==> src/rtl/serial_add_ctrl.sv <==
// Bit-serial adder: one full-adder cell is reused WIDTH times, LSB first, with its carry
// fed back through a flop. Result and final carry are registered and held between adds.
module serial_add_ctrl #(
    parameter int WIDTH = 8
) (
    input  logic             clk,
    input  logic             rst_n,
    input  logic             start,
    input  logic [WIDTH-1:0] a_in,
    input  logic [WIDTH-1:0] b_in,
    input  logic             cin,
    output logic             busy,
    output logic             done,
    output logic [WIDTH-1:0] sum_out,
    output logic             cout
);

    localparam int CNT_W = $clog2(WIDTH);

    typedef enum logic [1:0] {
        S_IDLE = 2'd0,
        S_ADD  = 2'd1,
        S_DONE = 2'd2
    } state_t;

    // Returns {carry, sum} of a single-bit full adder.
    function automatic logic [1:0] full_adder(input logic a, input logic b, input logic c);
        return {(a & b) | (a & c) | (b & c), a ^ b ^ c};
    endfunction

    state_t             state_q, state_d;
    logic [WIDTH-1:0]   a_sr_q, a_sr_d;
    logic [WIDTH-1:0]   b_sr_q, b_sr_d;
    logic [WIDTH-1:0]   s_sr_q, s_sr_d;
    logic               c_q, c_d;
    logic [CNT_W-1:0]   cnt_q, cnt_d;
    logic [WIDTH-1:0]   sum_q, sum_d;
    logic               cout_q, cout_d;
    logic               busy_q, busy_d;
    logic               done_q, done_d;
    logic [1:0]         fa_s;
    logic               last_bit_s;

    assign fa_s       = full_adder(a_sr_q[0], b_sr_q[0], c_q);
    assign last_bit_s = (cnt_q == CNT_W'(WIDTH - 1));

    // State and datapath registers.
    always_ff @(posedge clk or negedge rst_n) begin
        if (!rst_n) begin
            state_q <= S_IDLE;
            a_sr_q  <= {WIDTH{1'b0}};
            b_sr_q  <= {WIDTH{1'b0}};
            s_sr_q  <= {WIDTH{1'b0}};
            c_q     <= 1'b0;
            cnt_q   <= {CNT_W{1'b0}};
            sum_q   <= {WIDTH{1'b0}};
            cout_q  <= 1'b0;
            busy_q  <= 1'b0;
            done_q  <= 1'b0;
        end else begin
            state_q <= state_d;
            a_sr_q  <= a_sr_d;
            b_sr_q  <= b_sr_d;
            s_sr_q  <= s_sr_d;
            c_q     <= c_d;
            cnt_q   <= cnt_d;
            sum_q   <= sum_d;
            cout_q  <= cout_d;
            busy_q  <= busy_d;
            done_q  <= done_d;
        end
    end

    // Next-state logic.
    always_comb begin
        state_d = state_q;
        case (state_q)
            S_IDLE: begin
                if (start) state_d = S_ADD;
                else       state_d = S_IDLE;
            end
            S_ADD: begin
                if (last_bit_s) state_d = S_DONE;
                else            state_d = S_ADD;
            end
            S_DONE:  state_d = S_IDLE;
            default: state_d = S_IDLE;
        endcase
    end

    // Operand capture, serial shifting and result capture.
    always_comb begin
        a_sr_d = a_sr_q;
        b_sr_d = b_sr_q;
        s_sr_d = s_sr_q;
        c_d    = c_q;
        cnt_d  = cnt_q;
        sum_d  = sum_q;
        cout_d = cout_q;
        case (state_q)
            S_IDLE: begin
                if (start) begin
                    a_sr_d = a_in;
                    b_sr_d = b_in;
                    s_sr_d = {WIDTH{1'b0}};
                    c_d    = cin;
                    cnt_d  = {CNT_W{1'b0}};
                end else begin
                    cnt_d  = cnt_q;
                end
            end
            S_ADD: begin
                a_sr_d = {1'b0, a_sr_q[WIDTH-1:1]};
                b_sr_d = {1'b0, b_sr_q[WIDTH-1:1]};
                s_sr_d = {fa_s[0], s_sr_q[WIDTH-1:1]};
                c_d    = fa_s[1];
                // Counter parks at zero after the last bit instead of wrapping.
                if (last_bit_s) begin
                    cnt_d  = {CNT_W{1'b0}};
                    sum_d  = {fa_s[0], s_sr_q[WIDTH-1:1]};
                    cout_d = fa_s[1];
                end else begin
                    cnt_d  = cnt_q + CNT_W'(1);
                end
            end
            S_DONE:  cnt_d = cnt_q;
            default: cnt_d = {CNT_W{1'b0}};
        endcase
    end

    // Handshake outputs, decoded from the next state so they leave flops.
    always_comb begin
        busy_d = 1'b0;
        done_d = 1'b0;
        case (state_d)
            S_IDLE: begin
                busy_d = 1'b0;
                done_d = 1'b0;
            end
            S_ADD: begin
                busy_d = 1'b1;
                done_d = 1'b0;
            end
            S_DONE: begin
                busy_d = 1'b1;
                done_d = 1'b1;
            end
            default: begin
                busy_d = 1'b0;
                done_d = 1'b0;
            end
        endcase
    end

    assign busy    = busy_q;
    assign done    = done_q;
    assign sum_out = sum_q;
    assign cout    = cout_q;

endmodule

==> config.mk <==
export PLATFORM = sky130hd
export DESIGN_NAME = serial_add_ctrl
export DESIGN_NICKNAME = d
export VERILOG_FILES = /design/src/rtl/serial_add_ctrl.sv
export SDC_FILE = /design/constraint.sdc
export NUM_CORES = 1
export LEC_CHECK = 0
export CORE_MARGIN = 10
export CORE_UTILIZATION = 50
export DETAILED_ROUTE_END_ITERATION = 6
export PLACE_DENSITY_LB_ADDON = 0.3
export SETUP_SLACK_MARGIN = 0.1
export SLEW_MARGIN = 20
export SYNTH_ARGS = -nofsm -noshare
export SYNTH_HDL_FRONTEND = slang
export SYNTH_SLANG_ARGS = --single-unit
export TNS_END_PERCENT = 1
==> constraint.sdc <==
create_clock -name clk -period 3.75 [get_ports clk]
set_clock_uncertainty 0.1 [all_clocks]
set_input_delay 0.75 -clock clk [delete_from_list [all_inputs] [get_ports clk]]
set_output_delay 0.75 -clock clk [all_outputs]
set_load 0.02 [all_outputs]
==> impl_metrics.yaml, run 1 <==
yosys:
  syn_area_per_cell_um2: 14.3
  yosys_most_used_dff: "dfrtp_1"
  synth-edff-count: 0
  syn-num-nets: 148
  async_flop_share: 1.00
  synth_warnings: 0
  ys_seq_elements: 40
  synth-seq-area-share: 0.563
  syn_inst: 124
  synth_cell_types: 23
  synth_area_um2: 1780
critical_path:
  worstSetupPathType: "reg2out"
  cp_top_family: "buffers and inverters"
  crit_arrival_ns: 1.33
  cp_slowest_cell: "clkdlybuf4s50_1"
  reg2reg_slack_ns: 1.79
  end_kind: "output port"
  cp.required_ns: 2.90
  path_cells: "clkdlybuf4s50_1"
  timing.critical_path.buf_inv: 1
  crit_fanout: 2
  slowest_delay_ns: 0.61
  startpoint_type: "flop"
pwr:
  ir_drop_v: 0.000313
  power.leakage_nw: 0.916
  p_total_mw: 1.60
  p_per_area_nw_per_um2: 753
clock_tree:
  root_buffer: "clkbuf_4"
  clk_path_buf_depth: 2
  path_clk_slew_ns: 0.12
  cts_tree: "yes"
  cts_setup_buffers: 0
  cts.repair.resized: 0
  h-tree-depth: 2
  clock-sinks: 40
  numCtsBuffers: 5
  cts_hold_buf: 0
  clock_latency_ns: 0.34
global_route:
  grt_pass1_vias: 1125
  grtUsageMet3: 0.0372
  antenna_found_initial: 0
  grt_pass1_wl_um: 5580
  grt_max_degree: 41
  grt_use_met2: 0.173
  gr-max-usage-layer: "met2"
  gr-total-overflow: 0
  grt_usage: 0.113
  met1_usage: 0.136
place:
  gp_congestion: 0.752
  dp.cells: 189
  dp_hpwl_um: 2400
  io_buffer_count: 30
timing:
  min_period_ns: 2.18
  tns_ns: 0
  period_share: 0.580
  setup_viol: 0
  holdWs_ns: 0.402
  final-hold-violation-count: 0
  worstMarginPinSlew_ns: 0.866
  rsz0062_at_grt: "false"
  max_freq_mhz: 460
  drv_slew: 0
  slew-limit-headroom: 0.422
detailed_routing:
  wl_per_cell_um: 17.3
  drtIter0Drc: 76
  vias_per_cell: 5.80
  route.detailed.drc: 0
  drt-total-wl_um: 3400
  ant_nets: 0
  route.vias.total: 1143
  dr.pass1.iters: 4
final_layout:
  drive_above_1_share: 0.219
  diodes: 0
  num-nets-final: 174
  areaGrowthSynthToFinish_pct: 19.4
  layoutNonFillerInstCount: 197
floorplanning:
  die_area_um2: 6340
  die_w_um: 79.6
  die_h_um: 79.6
  start_util: 0.525
  io_pins: 31
  core_um2: 3390
  rows: 21
status:
  status: "complete, no violations"
min_path:
  holdCritPathClass: "in2async"
job:
  max-cap-violations: 0
[state kept, by name, summed over array words and instances (netlist names)]
register and flops:
a_sr_q 8, b_sr_q 8, busy 1, c_q 1, cnt_q 3, cout 1, done 1, s_sr_q 7
state_q 2, sum_out 8
[cell type report]
type / instances / area, um2
Fill cell: 255 / 1270
Tap cell: 46 / 57.6
Inverter: 3 / 11.3
Clock buffer: 7 / 55.1
Multi-Input combinational cell: 70 / 694
Timing Repair Buffer: 30 / 295
Clock inverter: 1 / 7.51
Sequential cell: 40 / 1000
[worst register-to-register path, stage by stage (launching register included)]
cell      delay, ns
dfrtp_1        0.80
nand3b_1       0.51
inv_1          0.20
ha_1           0.25
inv_1          0.05
[metrics by stage]
step	instance area (um2)	utilization	worst slack, ns
floorplan	1780	-	2.08
global placement	2060	0.608	1.31
detailed placement	2060	0.608	1.28
CTS	2120	0.626	1.54
global route	2120	0.626	1.49
finish	2120	0.626	1.57
[power breakdown]
group	switching (mW)	total [mW]	internal (mW)
Combinational	0.254	0.608	0.354
Clock	0.136	0.228	0.0919
Sequential	0.147	0.762	0.615
Total	0.537	1.60	1.06
[worst paths after layout]
kind                       startpoint  cells past startpoint         to
setup / recovery                 cout                      1       cout
hold / removal                  rst_n                      1  a_sr_q[2]
setup reg to reg           state_q[0]                      4       busy
hold reg to reg             s_sr_q[1]                      1  s_sr_q[1]
max in group asynchronous       rst_n                      1  b_sr_q[6]
min in group clk            s_sr_q[1]                      1  s_sr_q[1]
[cell usage after synthesis, types with 3 or more instances]
| master | number | share of area |
|---|---|---|
| or4b_1 | 15 | 0.084 |
| buf_2 | 6 | 0.017 |
| mux2_2 | 9 | 0.057 |
| a32o_1 | 3 | 0.017 |
| o221a_2 | 15 | 0.095 |
| nand2b_1 | 4 | 0.014 |
| a22o_1 | 7 | 0.034 |
| inv_1 | 3 | 0.0063 |
| dfrtp_1 | 40 | 0.56 |
| ha_1 | 3 | 0.021 |
| buf_6 | 3 | 0.019 |
[placed cells by master, fill, tap and decap left out]
master	n
dfrtp_1	40
clkdlybuf4s50_1	29
or4b_1	15
o221a_2	15
mux2_2	9
a22o_1	7
clkbuf_4	5
nand2b_1	4
inv_1	3
a32o_1	3
ha_1	3
nor4bb_1	2
nor3b_1	2
a211o_1	2
nand3b_1	1
a21oi_1	1
a21o_1	1
o21ba_2	1
nor2b_1	1
o21bai_1	1
nor2_1	1
fa_1	1
clkinvlp_4	1
clkbuf_8	1
clkbuf_1	1
buf_2	1
[per-layer routing]
layer | share of wire | vias to the layer above | wire length (um)
met5 | 0 | - | 0
met4 | 0.022 | 0 | 75
met3 | 0.051 | 7 | 173
met2 | 0.49 | 22 | 1680
met1 | 0.43 | 571 | 1480
li1 | - | 543 | -
[kinds of logic after synthesis]
kind of cell               count (synthesis)  synth area share
adders and majority gates                  4            0.0324
and+or+nand+nor                           26             0.128
DFF                                       40             0.563
muxes                                      9            0.0570
AOI/OAI and AO/OA                         31             0.173
buffers and inverters                     14            0.0464
Note: power is estimated with default switching activity, not from simulation.
==> run 2: changes to the inputs <==
--- a/config.mk
+++ b/config.mk
@@ -6,7 +6,7 @@
 export NUM_CORES = 1
 export LEC_CHECK = 0
 export CORE_MARGIN = 10
-export CORE_UTILIZATION = 50
+export CORE_UTILIZATION = 47
 export DETAILED_ROUTE_END_ITERATION = 6
 export PLACE_DENSITY_LB_ADDON = 0.3
 export SETUP_SLACK_MARGIN = 0.1
==> constraint.sdc (replaced) <==
create_clock -name clk -period 1.9 [get_ports clk]
set_clock_uncertainty 0.1 [all_clocks]
set_input_delay 0.38 -clock clk [delete_from_list [all_inputs] [get_ports clk]]
set_output_delay 0.38 -clock clk [all_outputs]
set_load 0.02 [all_outputs]
==> run 2 against run 1 <==
  * First-iteration DRC count is 28% lower
  * Register-to-register slack worse by 1.6 ns
  * Combinational power is 120% higher
  * Clock-buffer cell count is 1 higher
  * Sequential power is 92% higher
  * Worst hold slack worse by 0.37 ns
  * Sequential share of layout area is 1.8 points lower
  * Utilization is 2.4 points lower
  * Critical path type unchanged
==> impl_metrics.yaml, run 2 (synthesis gave the netlist of run 1 again) <==
critical_path:
  startpoint_type: "flop"
  path_cells: "clkdlybuf4s50_1"
  worstSetupPathType: "reg2out"
  reg2reg_slack_ns: 0.21
  r2r-end: "s_sr_q[1]"
  cp_num_cells: 1
  r2r_start: "state_q[1]"
  cp-startpoint: "sum_out[6]"
  slowest_delay_ns: 0.60
  cp_slowest_cell: "clkdlybuf4s50_1"
  cp.required_ns: 1.42
  crit_arrival_ns: 1.24
  reg2reg_depth: 2
  end_kind: "output port"
  cp-endpoint: "sum_out[6]"
  crit_fanout: 2
  cp_top_family: "buffers and inverters"
  timing.critical_path.buf_inv: 1
detailed_routing:
  dr.pass1.iters: 4
  ant_nets: 0
  route.detailed.drc: 0
  wl_per_cell_um: 17.1
  drt-total-wl_um: 3490
  drtIter0Drc: 55
  vias_per_cell: 5.79
  route.vias.total: 1181
timing:
  period_share: 0.904
  fin_ws_ns: 0.181
  setup_viol: 0
  min_period_ns: 1.72
  slew-limit-headroom: 0.524
  max_freq_mhz: 582
  worstMarginPinSlew_ns: 0.712
  tns_ns: 0
  rsz0062_at_grt: "true"
  final-hold-violation-count: 0
  drv_slew: 0
global_route:
  grt_pass1_vias: 1228
  grt_usage: 0.112
  gr-total-overflow: 0
  grt_pass1_wl_um: 5800
  antenna_found_initial: 0
  grt_max_degree: 41
status:
  status: "complete, no violations"
final_layout:
  areaGrowthSynthToFinish_pct: 24.0
  layout_commonest_cell: "dfrtp_1"
  fin_util: 0.602
  diodes: 0
  layout_common_cells: "40 x dfrtp_1, 29 x clkdlybuf4s50_1, 15 x or4b_1, 15 x o221a_2, 9 x mux2_2"
  drive_above_1_share: 0.244
  num-nets-final: 179
clock_tree:
  cts_setup_buffers: 0
  h-tree-depth: 2
  clock_latency_ns: 0.29
  numCtsBuffers: 5
  cts_tree: "yes"
  path_clk_slew_ns: 0.08
  cts_hold_buf: 0
  clock-sinks: 40
  clk_path_buf_depth: 2
  root_buffer: "clkbuf_8"
floorplanning:
  rows: 22
  core_um2: 3660
  die_w_um: 81.5
  start_util: 0.486
  io_pins: 31
  die_area_um2: 6640
  die_h_um: 81.5
pwr:
  ir_drop_v: 0.000503
  p_per_area_nw_per_um2: 1510
  power.leakage_nw: 0.958
place:
  pre_cts_ws_ns: 0.0336
  gp_congestion: 0.751
  io_buffer_count: 30
  dp_hpwl_um: 2460
job:
  max-cap-violations: 0
min_path:
  holdCritPathClass: "in2async"
## run 2: cell types whose count changed in the layout (fill, tap and decap cells not counted)
cell,previous run,this run
buf_4,0,4
buf_12,0,1
clkbuf_1,1,2
clkbuf_4,5,0
nand2b_1,4,3
nand2b_2,0,1
clkinvlp_4,1,0
clkbuf_8,1,6
## run 2: worst min path at each step
stage               slack [ns]    endpoint  cells past startpoint  startpoint
floorplan                -0.02   a_sr_q[0]                      0       rst_n
CTS                       0.04  state_q[0]                      2       rst_n
finish                    0.03  state_q[0]                      2       rst_n
global placement          0.36   a_sr_q[1]                      2       rst_n
global route              0.07  state_q[0]                      2       rst_n
detailed placement        0.36   a_sr_q[1]                      2       rst_n
## run 2: layout make-up
type / instances / area (um2)
fill: 296 / 1460
inverter: 3 / 11.3
sequential: 40 / 1000
tap: 48 / 60.1
multi-input combinational: 70 / 697
timing repair buffer: 35 / 345
clock buffer: 8 / 90.1
## run 2: power breakdown
part / switching, mW / leakage [nW] / internal [mW]
clock: 0.269 / 0.0455 / 0.296
sequential: 0.237 / 0.492 / 1.22
combinational: 0.582 / 0.420 / 0.726
total: 1.09 / 0.958 / 2.24
## run 2: stage by stage
step / cell area (um2) / hold WS [ns] / instances / power [mW]
2_1_floorplan: 1780 / -0.0156 / 124 / 2.37
3_3_place_gp: 2110 / 0.358 / 196 / 2.70
3_5_place_dp: 2110 / 0.360 / 196 / 2.79
4_1_cts: 2200 / 0.0450 / 204 / 3.36
5_1_grt: 2200 / 0.0670 / 204 / 3.55
6_report: 2200 / 0.0347 / 204 / 3.33
## run 2: repair_timing
action / in CTS / in global routing
gates resized for setup: 0 / 1
endpoints found under the setup margin: 0 / 21
endpoints found under the hold margin: 0 / 0
## run 2: per-layer routing
layer | wire length, um | vias to the layer above | part of all wire | track usage
li1 | - | 551 | - | -
met1 | 1480 | 595 | 0.42 | 0.129
met2 | 1740 | 28 | 0.50 | 0.184
met3 | 216 | 7 | 0.062 | 0.0426
met4 | 55 | 0 | 0.016 | 0.0467
met5 | 0 | - | 0 | 0
==> run 3: changes to the inputs <==
--- a/config.mk
+++ b/config.mk
@@ -5,8 +5,9 @@
 export SDC_FILE = /design/constraint.sdc
 export NUM_CORES = 1
 export LEC_CHECK = 0
+export ABC_AREA = 1
 export CORE_MARGIN = 10
-export CORE_UTILIZATION = 47
+export CORE_UTILIZATION = 48
 export DETAILED_ROUTE_END_ITERATION = 6
 export PLACE_DENSITY_LB_ADDON = 0.3
 export SETUP_SLACK_MARGIN = 0.1
==> run 3 against run 2 <==
  * Global-route usage increased by 0.060 points
  * Sequential power hardly changed
  * Setup slack lost 0.016 ns
  * Clock-buffer cell count fell by 2
  * Via count up 23%
  * Critical path depth is the same
  * Final cell count rose by 52%
  * Worst hold slack improved by 0.35 ns
==> impl_metrics.yaml, run 3 <==
status:
  status: "complete, no violations"
critical_path:
  slowest_delay_ns: 0.61
  path_cells: "clkdlybuf4s50_1"
  cp_top_family: "buffers and inverters"
  timing.critical_path.buf_inv: 1
  end_kind: "output port"
  worstSetupPathType: "reg2out"
  cp_slowest_cell: "clkdlybuf4s50_1"
  crit_arrival_ns: 1.25
  startpoint_type: "flop"
  cp.required_ns: 1.42
  crit_fanout: 2
yosys:
  yosysTopAreaCell: "dfrtp_1"
  synth_warnings: 0
  async_flop_share: 1.00
  syn-num-nets: 250
  synth-seq-area-share: 0.514
  syn_inst: 226
  synth_area_leaders: "dfrtp_1 51%, nand2_1 13%, nand3_1 8.7%"
  syn_area_per_cell_um2: 8.62
  yosys_most_used_dff: "dfrtp_1"
  synthTopCellsByCount: "69 x nand2_1, 40 x dfrtp_1, 40 x inv_1"
  synth_cell_types: 19
  ys_seq_elements: 40
  synth_area_um2: 1950
  yosys.cell_count.top_type: "nand2_1"
  synth-edff-count: 0
  synth.top_cell.area_share: 0.514
clock_tree:
  numCtsBuffers: 5
  clock_latency_ns: 0.29
  h-tree-depth: 2
  path_clk_slew_ns: 0.07
  cts_tree: "yes"
  cts_setup_buffers: 0
  root_buffer: "clkbuf_8"
  clock-sinks: 40
  clk_path_buf_depth: 2
global_route:
  grt_pass1_vias: 1545
  grt_max_degree: 25
  grt_usage: 0.113
  gr-total-overflow: 0
  grt_pass1_wl_um: 6790
  antenna_found_initial: 0
timing:
  slew-limit-headroom: 0.732
  final-hold-violation-count: 0
  drv_slew: 0
  max_freq_mhz: 577
  worstMarginPinSlew_ns: 0.402
  setup_viol: 0
  period_share: 0.913
  rsz0062_at_grt: "false"
  tns_ns: 0
  fin_ws_ns: 0.166
  min_period_ns: 1.73
  holdWs_ns: 0.381
pwr:
  p_total_mw: 3.75
  p_clk_frac: 0.154
  switching_power_mw: 1.50
  combPwrFrac: 0.456
  p_int_mw: 2.26
  power.leakage_nw: 1.27
  ir_drop_v: 0.000588
  power_frac_seq: 0.389
  p_per_area_nw_per_um2: 1560
  swShare: 0.398
floorplanning:
  die_area_um2: 7010
  die_h_um: 83.7
  die_w_um: 83.7
  core_um2: 3970
  rows: 23
  io_pins: 31
  start_util: 0.491
final_layout:
  num-nets-final: 284
  diodes: 0
  layoutNonFillerInstCount: 311
  drive_above_1_share: 0.138
  layout_common_cells: "69 x nand2_1, 40 x inv_1, 40 x dfrtp_1, 34 x nand3_1, 29 x clkdlybuf4s50_1"
  fin_area_um2: 2400
  areaGrowthSynthToFinish_pct: 23.2
  layout_commonest_cell: "nand2_1"
  fin_util: 0.604
place:
  pre_cts_ws_ns: 0.138
  gp_congestion: 0.772
  dp.cells: 302
  io_buffer_count: 30
  dp_hpwl_um: 2760
  dpl_cell_area_um2: 2300
job:
  max-cap-violations: 0
detailed_routing:
  wl_met3_um: 181
  met2WireLength_um: 1820
  vias_per_cell: 4.67
  ant_nets: 0
  highest_layer: "met4"
  met1_length_um: 1680
  dr.pass1.iters: 4
  route.vias.total: 1452
  drtIter0Drc: 65
  route.detailed.drc: 0
  drt-total-wl_um: 3730
  wl_per_cell_um: 12.0
min_path:
  holdCritPathClass: "reg2reg"
==> run 3: timing repair <==
item,CTS,global route
hold buffers,1,0
resized for setup,0,1
endpoints found under the setup margin,0,1
endpoints found under the hold margin,16,0
==> run 3: layout make-up <==
type,count,area [um2]
Clock buffer,6,82.6
Clock inverter,2,10.0
Inverter,43,166
Fill cell,372,1570
Tap cell,50,62.6
Multi-Input combinational cell,134,709
Sequential cell,40,1000
Timing Repair Buffer,36,368
==> run 3: cell families after synthesis <==
family | synth area share
AND/OR/NAND/NOR | 0.261
buffers and inverters | 0.122
flip-flops | 0.514
AO/OA/AOI/OAI | 0.0732
adder cells (fa/ha/maj) | 0.0295
==> run 3: routing by layer <==
metal / track usage / vias to the layer above
met1: 0.125 / 668
met5: 0 / -
met4: 0.0457 / 0
li1: - / 751
met2: 0.197 / 26
met3: 0.0322 / 7
==> run 3: worst paths after layout <==
kind / start / endpoint / slack, ns / cells past startpoint
worst min register to register: sum_out[7] / sum_out[7] / 0.38 / 2
max in group asynchronous: rst_n / c_q / 0.79 / 3
min in group asynchronous: rst_n / sum_out[4] / 0.44 / 2
worst min-delay path: sum_out[7] / sum_out[7] / 0.38 / 2
worst max-delay path: cout / cout / 0.17 / 1
worst max register to register: cnt_q[0] / busy / 0.31 / 6
==> run 3: power groups by stage <==
stage / clock [mW] / sequential, mW / combinational [mW]
after global placement: 0 / 1.46 / 1.70
after detailed placement: 0 / 1.48 / 1.74
after CTS: 0.592 / 1.47 / 1.74
after floorplan: 0 / 1.54 / 1.16
after global routing: 0.637 / 1.51 / 1.96
final: 0.580 / 1.46 / 1.71
